### src/rtl/viterbi_acs_serial_if.sv
// Bundle of the two handshakes around the serial ACS stage.
//   - Symbol side: sym_valid / sym_ready / sym (plus sym_erase when
//     VITERBI_ACS_ERASURE_EN is defined). Driven by the upstream demapper.
//   - Survivor side: surv_valid / surv_ready / surv_bits / best_state /
//     best_metric. Consumed by the traceback stage.
// Modports:
//   - master : upstream/downstream environment (drives sym, surv_ready)
//   - slave  : the ACS stage itself
// Optional feature macro: VITERBI_ACS_ERASURE_EN (adds sym_erase[1:0]).
interface viterbi_acs_serial_if #(
    parameter int K    = 5,
    parameter int PM_W = 8
);
    localparam int M  = K - 1;
    localparam int NS = 1 << M;

    logic            sym_valid;
    logic            sym_ready;
    logic [1:0]      sym;
`ifdef VITERBI_ACS_ERASURE_EN
    logic [1:0]      sym_erase;
`endif
    logic            surv_valid;
    logic            surv_ready;
    logic [NS-1:0]   surv_bits;
    logic [M-1:0]    best_state;
    logic [PM_W-1:0] best_metric;

`ifdef VITERBI_ACS_ERASURE_EN
    modport master (
        output sym_valid, input sym_ready, output sym, output sym_erase,
        input surv_valid, output surv_ready,
        input surv_bits, input best_state, input best_metric
    );
    modport slave (
        input sym_valid, output sym_ready, input sym, input sym_erase,
        output surv_valid, input surv_ready,
        output surv_bits, output best_state, output best_metric
    );
`else
    modport master (
        output sym_valid, input sym_ready, output sym,
        input surv_valid, output surv_ready,
        input surv_bits, input best_state, input best_metric
    );
    modport slave (
        input sym_valid, output sym_ready, input sym,
        output surv_valid, input surv_ready,
        output surv_bits, output best_state, output best_metric
    );
`endif
endinterface

### src/rtl/viterbi_acs_serial.sv
// Serial add-compare-select stage of a rate-1/2 hard-decision Viterbi decoder.
// One received symbol is accepted per trellis step; the successor states are
// evaluated one per cycle, then the metrics are normalised and a survivor
// word with the best state is presented to the traceback stage.
// Ports:
//   - clk   : rising-edge clock
//   - rst_n : asynchronous active-low reset
//   - clr   : synchronous re-init (metrics to reset values, FSM to IDLE)
//   - bus   : viterbi_acs_serial_if.slave (symbol in, survivor word out)
// Optional feature macro: VITERBI_ACS_ERASURE_EN (erased symbol bits add 0
// to the branch metric).

// Encoder output for the transition pred -> {pred, b}. Tap i of each
// generator selects bit i of the K-bit register {pred, b}.
module expected_bits #(
    parameter int K      = 5,
    parameter int G0_OCT = 'o23,
    parameter int G1_OCT = 'o35
) (
    input  logic [K-2:0] pred_i,
    input  logic         b_i,
    output logic [1:0]   exp_o
);
    localparam logic [K-1:0] G0 = K'(G0_OCT);
    localparam logic [K-1:0] G1 = K'(G1_OCT);

    logic [K-1:0] shiftReg;

    assign shiftReg = {pred_i, b_i};
    assign exp_o    = {^(shiftReg & G0), ^(shiftReg & G1)};
endmodule

module viterbi_acs_serial #(
    parameter int K       = 5,
    parameter int G0_OCT  = 'o23,
    parameter int G1_OCT  = 'o35,
    parameter int PM_W    = 8,
    parameter int INIT_PM = 64
) (
    input  logic                 clk,
    input  logic                 rst_n,
    input  logic                 clr,
    viterbi_acs_serial_if.slave  bus
);
    localparam int M  = K - 1;
    localparam int NS = 1 << M;
    localparam logic [PM_W-1:0] INIT_VAL = PM_W'(INIT_PM);

    typedef enum logic [1:0] {IDLE, RUN, NORM, OUT} state_t;

    state_t          state_q;
    logic            symReady_q;
    logic            survValid_q;
    logic [NS-1:0]   survBits_q;
    logic [M-1:0]    bestState_q;
    logic [PM_W-1:0] bestMetric_q;
    logic [M-1:0]    cnt_q;
    logic [1:0]      symLatched_q;
    logic [1:0]      symErase_q;
    logic [PM_W-1:0] runMin_q;
    logic [M-1:0]    runMinIdx_q;
    logic [PM_W-1:0] pmOld_q [NS];
    logic [PM_W-1:0] pmNew_q [NS];

    logic [M-1:0]    pred0;
    logic [M-1:0]    pred1;
    logic            branchBit;
    logic [1:0]      exp0;
    logic [1:0]      exp1;
    logic [1:0]      diff0;
    logic [1:0]      diff1;
    logic [1:0]      bm0;
    logic [1:0]      bm1;
    logic [PM_W:0]   sum0;
    logic [PM_W:0]   sum1;
    logic [PM_W-1:0] cand0;
    logic [PM_W-1:0] cand1;
    logic            choose1_d;
    logic [PM_W-1:0] pmNew_d;

    // The state under evaluation is cnt_q; its two predecessors differ only in
    // the MSB, and its input bit is its own LSB.
    assign pred0     = {1'b0, cnt_q[M-1:1]};
    assign pred1     = {1'b1, cnt_q[M-1:1]};
    assign branchBit = cnt_q[0];

    expected_bits #(.K(K), .G0_OCT(G0_OCT), .G1_OCT(G1_OCT)) u_exp0 (
        .pred_i (pred0),
        .b_i    (branchBit),
        .exp_o  (exp0)
    );

    expected_bits #(.K(K), .G0_OCT(G0_OCT), .G1_OCT(G1_OCT)) u_exp1 (
        .pred_i (pred1),
        .b_i    (branchBit),
        .exp_o  (exp1)
    );

`ifdef VITERBI_ACS_ERASURE_EN
    logic [1:0] eraseMask;
    assign eraseMask = symErase_q;
`else
    logic [1:0] eraseMask;
    assign eraseMask = 2'b00;
`endif

    // Branch metrics, saturating candidate metrics and the select decision for
    // the current state. Ties keep the p0 branch.
    always_comb begin
        diff0     = (symLatched_q ^ exp0) & ~eraseMask;
        diff1     = (symLatched_q ^ exp1) & ~eraseMask;
        bm0       = {1'b0, diff0[1]} + {1'b0, diff0[0]};
        bm1       = {1'b0, diff1[1]} + {1'b0, diff1[0]};
        sum0      = {1'b0, pmOld_q[pred0]} + {{(PM_W-1){1'b0}}, bm0};
        sum1      = {1'b0, pmOld_q[pred1]} + {{(PM_W-1){1'b0}}, bm1};
        cand0     = sum0[PM_W] ? {PM_W{1'b1}} : sum0[PM_W-1:0];
        cand1     = sum1[PM_W] ? {PM_W{1'b1}} : sum1[PM_W-1:0];
        choose1_d = (cand1 < cand0);
        pmNew_d   = choose1_d ? cand1 : cand0;
    end

    // Control FSM plus the metric banks. pmOld_q stays untouched while RUN
    // walks the states, so every candidate in a step sees the old metrics;
    // the bank is refreshed (normalised by the running minimum) only in NORM.
    always_ff @(posedge clk or negedge rst_n) begin
        if (!rst_n) begin
            state_q      <= IDLE;
            symReady_q   <= 1'b1;
            survValid_q  <= 1'b0;
            survBits_q   <= '0;
            bestState_q  <= '0;
            bestMetric_q <= '0;
            cnt_q        <= '0;
            symLatched_q <= '0;
            symErase_q   <= '0;
            runMin_q     <= '0;
            runMinIdx_q  <= '0;
            for (int s = 0; s < NS; s++) begin
                pmOld_q[s] <= (s == 0) ? '0 : INIT_VAL;
                pmNew_q[s] <= '0;
            end
        end else if (clr) begin
            state_q     <= IDLE;
            symReady_q  <= 1'b1;
            survValid_q <= 1'b0;
            cnt_q       <= '0;
            for (int s = 0; s < NS; s++) begin
                pmOld_q[s] <= (s == 0) ? '0 : INIT_VAL;
            end
        end else begin
            case (state_q)
                IDLE: begin
                    if (bus.sym_valid && symReady_q) begin
                        symLatched_q <= bus.sym;
`ifdef VITERBI_ACS_ERASURE_EN
                        symErase_q   <= bus.sym_erase;
`endif
                        cnt_q        <= '0;
                        symReady_q   <= 1'b0;
                        state_q      <= RUN;
                    end
                end
                RUN: begin
                    pmNew_q[cnt_q]    <= pmNew_d;
                    survBits_q[cnt_q] <= choose1_d;
                    if ((cnt_q == '0) || (pmNew_d < runMin_q)) begin
                        runMin_q    <= pmNew_d;
                        runMinIdx_q <= cnt_q;
                    end
                    cnt_q <= cnt_q + M'(1);
                    if (cnt_q == M'(NS - 1)) begin
                        state_q <= NORM;
                    end
                end
                NORM: begin
                    for (int s = 0; s < NS; s++) begin
                        pmOld_q[s] <= pmNew_q[s] - runMin_q;
                    end
                    bestState_q  <= runMinIdx_q;
                    bestMetric_q <= '0;
                    survValid_q  <= 1'b1;
                    state_q      <= OUT;
                end
                OUT: begin
                    if (bus.surv_ready) begin
                        survValid_q <= 1'b0;
                        symReady_q  <= 1'b1;
                        state_q     <= IDLE;
                    end
                end
                default: begin
                    state_q <= IDLE;
                end
            endcase
        end
    end

    assign bus.sym_ready   = symReady_q;
    assign bus.surv_valid  = survValid_q;
    assign bus.surv_bits   = survBits_q;
    assign bus.best_state  = bestState_q;
    assign bus.best_metric = bestMetric_q;
endmodule

### src/flat_wrapper.sv
// flat-port wrapper written by rule: the top's interface ports become plain ports
module viterbi_acs_serial_flat 
#(
    parameter int K       = 5,
    parameter int G0_OCT  = 'o23,
    parameter int G1_OCT  = 'o35,
    parameter int PM_W    = 8,
    parameter int INIT_PM = 64
)
  (clk, rst_n, clr, bus_sym_valid, bus_sym_ready, bus_sym, bus_surv_valid, bus_surv_ready, bus_surv_bits, bus_best_state, bus_best_metric);
  viterbi_acs_serial_if #(.K(K), .PM_W(PM_W)) bus_i ();
  input  logic clk;
  input  logic rst_n;
  input  logic clr;
  input wire logic [$bits(bus_i.sym_valid)-1:0] bus_sym_valid;
  output wire logic [$bits(bus_i.sym_ready)-1:0] bus_sym_ready;
  input wire logic [$bits(bus_i.sym)-1:0] bus_sym;
  output wire logic [$bits(bus_i.surv_valid)-1:0] bus_surv_valid;
  input wire logic [$bits(bus_i.surv_ready)-1:0] bus_surv_ready;
  output wire logic [$bits(bus_i.surv_bits)-1:0] bus_surv_bits;
  output wire logic [$bits(bus_i.best_state)-1:0] bus_best_state;
  output wire logic [$bits(bus_i.best_metric)-1:0] bus_best_metric;
  assign bus_i.sym_valid = bus_sym_valid;
  assign bus_sym_ready = bus_i.sym_ready;
  assign bus_i.sym = bus_sym;
  assign bus_surv_valid = bus_i.surv_valid;
  assign bus_i.surv_ready = bus_surv_ready;
  assign bus_surv_bits = bus_i.surv_bits;
  assign bus_best_state = bus_i.best_state;
  assign bus_best_metric = bus_i.best_metric;
  viterbi_acs_serial #(.K(K), .G0_OCT(G0_OCT), .G1_OCT(G1_OCT), .PM_W(PM_W), .INIT_PM(INIT_PM)) u_core (.clk(clk), .rst_n(rst_n), .clr(clr), .bus(bus_i));
endmodule
### config.mk
export PLATFORM = sky130hd
export DESIGN_NAME = viterbi_acs_serial_flat
export DESIGN_NICKNAME = d
export VERILOG_FILES = /design/src/rtl/viterbi_acs_serial_if.sv /design/src/rtl/viterbi_acs_serial.sv /design/src/flat_wrapper.sv
export SDC_FILE = /design/constraint.sdc
export NUM_CORES = 1
export LEC_CHECK = 0
export ABC_AREA = 1
export BUFFER_PORTS_ARGS = -buffer_cell sky130_fd_sc_hd__buf_2
export CORE_ASPECT_RATIO = 2
export CORE_MARGIN = 2
export CORE_UTILIZATION = 37
export DETAILED_ROUTE_END_ITERATION = 6
export PLACE_DENSITY = 0.5
export SLEW_MARGIN = 20
export SYNTH_ARGS = -nofsm -noshare
export SYNTH_HDL_FRONTEND = slang
export SYNTH_SLANG_ARGS = --single-unit
### constraint.sdc
create_clock -name clk -period 11.6 [get_ports clk]
set_input_delay 1.74 -clock clk [delete_from_list [all_inputs] [get_ports clk]]
set_output_delay 1.74 -clock clk [all_outputs]
set_load 0.01 [all_outputs]
==> metrics.md <==
| Metric | Value |
|---|---|
| CTS Hold Bufs | 0 |
| Worst Path Required | 12,120 ps |
| Switching power | 2839 uW |
| Max rail drop VDD | 0.2403 mV |
| Vias per cell | 5.031 |
| Met2 Wirelength | 31,760 microns |
| Max Root-Sink Buffers | 3 |
| Commonest non-fill, non-tap cell in the layout | nand2_1 |
| Unrepaired setup endpoints after global routing | no |
| Synth Area per Inst | 7.888 sq um |
| Crit path top cell by count | inv_1 |
| Gpl congestion | 0.8716 |
| Top cell type's share of synthesized area | 40.28% |
| Post-Syn Area | 0.01752 sq mm |
| Slew Limit Fails | 0 |
| Post-synth EDFFs | 0 |
| Post-DP HPWL | 39,140 microns |
| Area contributors post-synth | dfrtp_1, nand2_1, ha_1, o21ai_0, inv_1 |
| Critical Path Max Stage Delay | 500 ps |
| Num rows | 112 |
| Sw Ratio | 51.85% |
| Sequential cell area fraction in the yosys report | 42.68% |
| Tmin final | 7259 ps |
| Post-layout net count | 2,387 |
| Clock power frac | 18.2% |
| Non-filler instance count after layout | 2,871 |
| Max-cap viol count | 0 |
| Internal | 2636 uW |
| Initial antenna violation count | 1 |
| Clock Latency Late Sink | 590 ps |
| Synth cell types | 42 |
| Ant diodes | 0 |
| Vias in the first global route | 14,720 |
| DR WL met3 | 1661 microns |
| TNS Setup | 0 ps |
| Area of the die | 0.04921 sq mm |
| Critical path class | flip-flop to flip-flop |
| WL met1 | 20,960 microns |
| Num CTS Buffers | 31 |
| Syn Inst Count | 2,221 |
| CTS sink cnt | 298 |
| Ys Warns | 0 |
| Ys flop type | dfrtp_1 |
| Largest net degree at the start of global routing | 153 |
| Rel. slew slack | 28.05% |
| DR WL/cell | 19.91 microns |
| Share of cells above drive strength 1 | 6.328% |
| Worst-path clk slew | 70 ps |
| Final Cell Area | 0.01924 sq mm |
| Type of element capturing the critical path | flip-flop |
| DRT iter0 DRCs | 740 |
| Post CTS Setup Buffer Count | 0 |
| GRT overflow | 0 |
| Fmax | 137.8 MHz |
| Routed WL | 57,170 microns |
| Final Cycle Share | 62.58% |
| Measured slew at the worst slew-check pin | 1078 ps |
| Highest metal used | met4 |
| Die width | 157.9 microns |
| Leakage power | 0.009757 uW |
| Fin. Hold Viols | 0 |
| Seq cells post-synth | 298 |
| Final setup viols | 0 |
| Post-CTS resize count | 0 |
| Final antenna-violating net count | 0 |
| Comb power frac | 56.8% |
| Sequential Power Share | 24.9% |
| H-Tree Depth | 1 |
| Worst EP arrival | 7780 ps |
| Startpoint types | flip-flop |
| Die Span Y | 311.7 microns |
| Synth-to-Final Area Change | 9.798% |
| Worst path slowest cell | nand2_1 |
| # DRC | 0 |
| Core ar. | 0.04666 sq mm |
| Final Hold Slack | 467.1 ps |
| CTS tree | done |
| Worst min-delay path class | flip-flop to flip-flop |
| Clk root buf | clkbuf_16 |
| First-pass GRT wire length | 88,220 microns |
| Initial DRT Pass Iterations | 5 |
| PD cells | 284.6 mW/mm^2 |
| Area after DPL | 0.01826 sq mm |
| All-Layer GR Usage | 23.88% |
| Most frequent cells in the layout | nand2_1, inv_1, dfrtp_1, nor2_1, o21ai_0 |
| Async SR Flop Fraction | 100.0% |
| Cell total after placement | 2,815 |
| Initial Util | 37.54% |
| Status | complete, no violations |
| Dominant cell type by area after synthesis | dfrtp_1 |
| IO Count | 37 |
| Clock Skew | 15.89 ps |
| Buffers on Ports | 28 |
| Crit Path Max Fanout | 25 |
| Via count | 14,450 |
-- Yosys cell counts (all sizes together) (19+ instances only) --
library cell,number
o21ai,243
nor2,261
nand2,502
buf,61
nand3,104
o32ai,19
dfrtp,282
ha,141
clkbuf,35
o22ai,49
xnor2,20
a21oi,62
inv,316
nor3,23
-- final cells by class --
| cell class | count | area [sq um] |
|---|---|---|
| multi-input cells | 1516 | 8424 |
| well taps | 627 | 784.5 |
| flip-flops and latches | 298 | 7480 |
| clock buffers | 47 | 905.9 |
| clock inverters | 9 | 73.82 |
| inverters | 318 | 1195 |
| fillers | 4797 | 27430 |
| repair buffers | 56 | 372.9 |
-- sequential cells by signal, summed over array words and instances (netlist names) --
| register | cells |
|---|---|
| u_core.bus.best_state | 4 |
| u_core.symLatched_q | 2 |
| u_core.runMinIdx_q | 4 |
| u_core.bus.surv_valid | 1 |
| u_core.cnt_q | 4 |
| u_core.state_q | 2 |
| u_core.runMin_q | 8 |
| u_core.bus.surv_bits | 16 |
| u_core.pmOld_q | 128 |
| u_core.bus.sym_ready | 1 |
| u_core.pmNew_q | 128 |
-- worst paths after layout --
path,end,cells after the start,startpoint,slack (ps)
hold reg to reg,u_core.bus.best_state[0]$_DFFE_PN0P_,2,u_core.bus.best_state[0]$_DFFE_PN0P_,470
setup reg to reg,u_core.runMin_q[5]$_DFFE_PN0P_,32,u_core.cnt_q[3]$_DFFE_PN0P_,4340
max in group asynchronous,u_core.cnt_q[2]$_DFFE_PN0P_,2,rst_n,8990
hold / removal,u_core.bus.best_state[0]$_DFFE_PN0P_,2,u_core.bus.best_state[0]$_DFFE_PN0P_,470
setup / recovery,u_core.runMin_q[5]$_DFFE_PN0P_,32,u_core.cnt_q[3]$_DFFE_PN0P_,4340
min in group asynchronous,u_core.pmNew_q[51]$_DFFE_PN0P_,1,rst_n,1140
-- stage by stage --
step	total power, uW	worst slack [ps]	util (%)
after floorplan	3221	5895	-
after global placement	4553	4365	39.12
after detailed placement	4558	4197	39.12
after CTS	5582	4180	41.22
after global routing	5953	3606	41.22
final	5474	4341	41.22
-- worst max-delay path: cells and delay by family, from the launching register on --
kind | cells | cell delay [ps]
AND/OR/NAND/NOR | 14 | 2400
buffers and inverters | 8 | 1580
adder cells (fa/ha/maj) | 5 | 1500
AO/OA/AOI/OAI | 3 | 930
XOR/XNOR | 2 | 390
flip-flops | 1 | 360
-- cell families (layout without fill, tap and decap cells) --
| group | count (synthesis) | count (layout) | synth area share (%) |
|---|---|---|---|
| adders and majority gates | 159 | 159 | 12.13 |
| and+or+nand+nor | 896 | 896 | 20.49 |
| muxes | 2 | 2 | 0.1285 |
| DFF | 298 | 298 | 42.68 |
| other | 1 | 8 | 0.02140 |
| xor gates and xnor gates | 35 | 35 | 1.750 |
| AOI/OAI and AO/OA | 416 | 416 | 13.33 |
| buffers and inverters | 414 | 430 | 9.470 |
-- power groups by stage --
stage	combinational (uW)	sequential, uW	clock [uW]
floorplan	1880	1340	0
global placement	3170	1380	0
detailed placement	3170	1380	0
CTS	3190	1370	1030
global route	3510	1390	1060
finish	3110	1370	997
-- metal layers --
metal,GRT usage (%),vias up
li1,-,7149
met1,25.62,6938
met2,46.02,241
met3,2.155,117
met4,10.60,0
met5,0,-
Power figures use the tool's default switching activity.
